File: config.mk
export PLATFORM = sky130hd
export DESIGN_NAME = uart_transmitter
export DESIGN_NICKNAME = d
export VERILOG_FILES = /design/src/rtl/uart_transmitter.sv
export SDC_FILE = /design/constraint.sdc
export NUM_CORES = 1
export LEC_CHECK = 0
export CAP_MARGIN = 0
export CORE_MARGIN = 1.5
export CORE_UTILIZATION = 35
export CTS_BUF_LIST = sky130_fd_sc_hd__clkbuf_4 sky130_fd_sc_hd__clkbuf_8
export DETAILED_ROUTE_END_ITERATION = 10
export SLEW_MARGIN = 15
export SYNTH_ARGS = -nofsm -noshare
export SYNTH_HDL_FRONTEND = slang
export SYNTH_SLANG_ARGS = --single-unit
export TNS_END_PERCENT = 20
File: constraint.sdc
create_clock -name clk -period 4.04 [get_ports clk]
set_input_delay 1.01 -clock clk [delete_from_list [all_inputs] [get_ports clk]]
set_output_delay 1.01 -clock clk [all_outputs]
set_load 0.01 [all_outputs]
File: src/rtl/uart_transmitter.sv
// uart_transmitter
//   Byte-wide UART transmitter with a one-entry holding register and an
//   optional per-frame parity bit. Frame: start(0), 8 data bits LSB first,
//   optional parity, stop(1). Each bit lasts BRCLOCK_CYCLES clk cycles.
//
// Ports
//   clk    : clock, all logic on the rising edge
//   rst    : synchronous reset, active low
//   valid  : din/pen/peven carry a byte to send
//   din    : byte to transmit, LSB first
//   pen    : parity bit enabled for this byte
//   peven  : 1 = even parity, 0 = odd parity
//   ready  : holding register empty; byte accepted when valid && ready
//   tx     : serial line, idle high
//   busy   : frame in progress on tx
//   done   : one-cycle pulse on the last cycle of each stop bit
module uart_transmitter #(
   parameter int BRCLOCK_CYCLES = 10
) (
   input  logic       clk,
   input  logic       rst,
   input  logic       valid,
   input  logic [7:0] din,
   input  logic       pen,
   input  logic       peven,
   output logic       ready,
   output logic       tx,
   output logic       busy,
   output logic       done
);

   localparam int unsigned CW = $clog2(BRCLOCK_CYCLES);
   localparam logic [CW-1:0] CNT_LAST = CW'(BRCLOCK_CYCLES - 1);

   typedef enum logic [2:0] {
      S_IDLE   = 3'd0,
      S_START  = 3'd1,
      S_DATA   = 3'd2,
      S_PARITY = 3'd3,
      S_STOP   = 3'd4
   } state_e;

   state_e        state_q, state_d;
   logic [CW-1:0] cnt_q, cnt_d;
   logic [2:0]    idx_q, idx_d;
   logic [7:0]    data_q, data_d;
   logic          par_en_q, par_en_d;
   logic          par_even_q, par_even_d;
   logic [7:0]    hold_data_q, hold_data_d;
   logic          hold_pen_q, hold_pen_d;
   logic          hold_peven_q, hold_peven_d;
   logic          full_q, full_d;
   logic          tx_q, tx_d;
   logic          busy_q, busy_d;
   logic          done_q, done_d;

   logic          bit_end;
   logic          load;
   logic          accept;

   assign ready = rst & ~full_q;
   assign tx    = tx_q;
   assign busy  = busy_q;
   assign done  = done_q;

   always_comb begin
      state_d      = state_q;
      idx_d        = idx_q;
      data_d       = data_q;
      par_en_d     = par_en_q;
      par_even_d   = par_even_q;
      hold_data_d  = hold_data_q;
      hold_pen_d   = hold_pen_q;
      hold_peven_d = hold_peven_q;
      full_d       = full_q;
      load         = 1'b0;
      accept       = valid & rst & ~full_q;
      bit_end      = (cnt_q == CNT_LAST);
      cnt_d        = bit_end ? '0 : cnt_q + 1'b1;

      case (state_q)
         S_IDLE: begin
            cnt_d = '0;
            if (full_q) load = 1'b1;
         end
         S_START: begin
            if (bit_end) begin
               state_d = S_DATA;
               idx_d   = '0;
            end
         end
         S_DATA: begin
            if (bit_end) begin
               if (idx_q == 3'd7) state_d = par_en_q ? S_PARITY : S_STOP;
               else               idx_d   = idx_q + 3'd1;
            end
         end
         S_PARITY: begin
            if (bit_end) state_d = S_STOP;
         end
         S_STOP: begin
            if (bit_end) begin
               if (full_q) load = 1'b1;
               else        state_d = S_IDLE;
            end
         end
         default: begin
            state_d = S_IDLE;
            cnt_d   = '0;
            idx_d   = '0;
         end
      endcase

      // load only happens with the holding register full, so ready is low
      // and accept can never coincide with it
      if (load) begin
         state_d    = S_START;
         cnt_d      = '0;
         idx_d      = '0;
         data_d     = hold_data_q;
         par_en_d   = hold_pen_q;
         par_even_d = hold_peven_q;
         full_d     = 1'b0;
      end

      if (accept) begin
         hold_data_d  = din;
         hold_pen_d   = pen;
         hold_peven_d = peven;
         full_d       = 1'b1;
      end

      // outputs are registered from the next-state values so tx, busy and
      // done change on the same edge as the state they belong to
      case (state_d)
         S_START:  tx_d = 1'b0;
         S_DATA:   tx_d = data_d[idx_d];
         S_PARITY: tx_d = par_even_d ? ^data_d : ~^data_d;
         default:  tx_d = 1'b1;
      endcase
      busy_d = (state_d != S_IDLE);
      done_d = (state_d == S_STOP) && (cnt_d == CNT_LAST);
   end

   always_ff @(posedge clk) begin
      if (!rst) begin
         state_q      <= S_IDLE;
         cnt_q        <= '0;
         idx_q        <= '0;
         data_q       <= '0;
         par_en_q     <= 1'b0;
         par_even_q   <= 1'b0;
         hold_data_q  <= '0;
         hold_pen_q   <= 1'b0;
         hold_peven_q <= 1'b0;
         full_q       <= 1'b0;
         tx_q         <= 1'b1;
         busy_q       <= 1'b0;
         done_q       <= 1'b0;
      end else begin
         state_q      <= state_d;
         cnt_q        <= cnt_d;
         idx_q        <= idx_d;
         data_q       <= data_d;
         par_en_q     <= par_en_d;
         par_even_q   <= par_even_d;
         hold_data_q  <= hold_data_d;
         hold_pen_q   <= hold_pen_d;
         hold_peven_q <= hold_peven_d;
         full_q       <= full_d;
         tx_q         <= tx_d;
         busy_q       <= busy_d;
         done_q       <= done_d;
      end
   end

endmodule

==> flow_metrics.tcl <==
set metrics [dict create \
    outcome "completed" \
    synthDistinctLibCells 46 \
    rows 25 \
    first_global_vias 1256 \
    drv_slew 0 \
    pre_cts_ws_ns 0.817 \
    routabilityCongestion 0.812 \
    dpl_cell_area_mm2 0.00191 \
    vias_per_cell 4.88 \
    drt_wl_total_um 3320 \
    clock.fmax_mhz 311 \
    async_flop_share_pct 0 \
    power.density_mw_per_mm2 379 \
    fillCellCount 504 \
    worst_slack_ns 0.824 \
    hp-class "reg2reg" \
    port_buffers 16 \
    layout.nets 233 \
    root_buffer "clkbuf_8" \
    critPathMaxFanout 2 \
    post-route-cell-area_mm2 0.00202 \
    hpwlAfterDp_um 2290 \
    overflow 0 \
    post-cts-setup-buffers 0 \
    diodes 0 \
    setup_viol 0 \
    cts_tree "yes" \
    pin_count 17 \
    crit_type "in2out" \
    yosysSeqAreaShare_pct 39.0 \
    gr-usage-all-layers_pct 13.9 \
    cap_violations 0 \
    worst_r2r_path_depth 8 \
    grt_start_max_net_pins 30 \
    first_pass_iters 4 \
    ys.flop_type "dfxtp_1" \
    fin_skew_ns 0.00590 \
    hold_viol_final 0 \
    clk_path_buf_depth 2 \
    ys.warnings.count 0 \
    min_period_over_period_pct 79.6 \
    grt_pass1_wl_um 5790 \
    start_util_pct 36.7 \
    synth_edf_count 0 \
    synthCells 204 \
    postRouteAntennaNets 0 \
    cts-resized-gates 0 \
    cts_buffers 5 \
    maxSlewHeadroom_pct 45.0 \
    syn_nets 220 \
    start_kind "input pin" \
    avgSynthCellArea_um2 8.56 \
    grt_antenna_before_repair 0 \
    die_h_um 73.6 \
    cp_data_required_time_ns 3.03 \
    hold_depth 2 \
    tns_ns 0 \
    worstPathArrival_ns 2.21 \
    cts_max_level 2 \
    area_growth_pct 15.5 \
    routedWlPerCell_um 11.6 \
    irDropWorstVdd_uv 213 \
    tightest_slew_ns 0.822 \
    clk_latency_ns 0.29 \
    via_count 1392 \
    ys_ff_latch 34 \
    critPathCaptureType "primary output" \
    rsz0062_at_grt "no" \
    hold_buffers 0 \
    clkTransAtPathRegs_ns 0.07 \
    leakagePower_nw 0.750 \
    layout-drive-gt1-share_pct 7.80 \
    drtIter0Drc 86 \
    die_area_mm2 0.00542 \
    drc_errors 0 \
    clock_sinks 34 \
    core_area_mm2 0.00475 \
    syn_area_mm2 0.00175 \
    die_w_um 73.6 \
    finalCriticalPeriod_ns 3.22 \
]
## synthesized netlist by cell type, types with 3 or more instances
cell      count  share of area (%)
and2_1        3                1.1
o21ai_0      15                4.3
inv_1         4               0.86
dfxtp_1      34                 39
buf_6         5                3.2
nand4_1       3                1.1
xor2_1        5                2.5
nand2_1      47                 10
nand3_1       5                1.4
a21oi_1       3               0.86
ha_1          3                2.1
mux2i_1       4                2.3
nor2_1       11                2.4
a21boi_0     10                4.3
xnor2_1      13                6.5
clkbuf_1      5                1.1
## placed cells by master, fill, tap and decap left out, types with 2 or more instances in the layout
master and count:
nand4_1 3, inv_1 4, dfxtp_1 34, and3_1 2, a21oi_1 3, clkinv_2 2, mux2i_1 4, and2_1 3
o211a_1 2, xor2_1 5, nor4bb_1 2, o21ai_0 15, o31ai_1 2, a21boi_0 10, clkbuf_8 5, nor2_1 11
ha_1 3, nand3_1 5, nand2_1 47, clkdlybuf4s50_1 16, xnor2_1 13
## logic make-up (layout without fill, tap and decap cells)
logic type / Yosys count / after routing / synth area share [%]
DFF: 34 / 34 / 39.0
and+or+nand+nor: 86 / 86 / 24.4
AOI/OAI and AO/OA: 44 / 44 / 17.3
xor gates and xnor gates: 18 / 18 / 9.03
buffers and inverters: 15 / 29 / 5.95
adders and majority gates: 3 / 3 / 2.15
muxes: 4 / 4 / 2.29
## power by group
group	internal (W)	switching (W)
clock	0.000181	0.000127
combinational	0.0000474	0.0000444
sequential	0.000350	0.0000150
total	0.000579	0.000187
## final timing paths
path / start / to / slack (ns)
setup reg to reg: cnt_q[1] / tx / 1.27
hold reg to reg: hold_pen_q / hold_pen_q / 0.46
hold / removal: hold_pen_q / hold_pen_q / 0.46
setup / recovery: rst / ready / 0.82
## critical path, cell delays in order
cell	delay [ns]
clkdlybuf4s50_1	0.47
nor2b_1	0.17
clkdlybuf4s50_1	0.55
## layer usage
metal / GRT usage [%] / wire, µm
met4: 5.76 / 65
met5: 0 / 0
met1: 19.1 / 1670
met2: 20.4 / 1480
met3: 3.70 / 102
## state kept, by name, summed over array words and instances, names as in the netlist, 3 cells and up
name	cells
state_q	3
cnt_q	4
hold_data_q	8
idx_q	3
data_q	8
## cell type report
class,instances,area [µm²],area share [%]
Multi-Input combinational cell,155,962,47.7
Sequential cell,34,681,33.7
Timing Repair Buffer,17,168,8.31
Tap cell,67,83.8,4.15
Clock buffer,5,68.8,3.41
Clock inverter,3,40.0,1.98
Inverter,4,15.0,0.744
## through the flow
step	instances	hold WS, ns	total power [W]	util (%)
floorplan	204	0.436	0.000441	-
global placement	277	0.449	0.000466	40.2
detailed placement	277	0.456	0.000466	40.2
CTS	285	0.468	0.000774	42.4
global route	285	0.494	0.000799	42.4
finish	285	0.464	0.000766	42.4
Power figures use the tool's default switching activity.
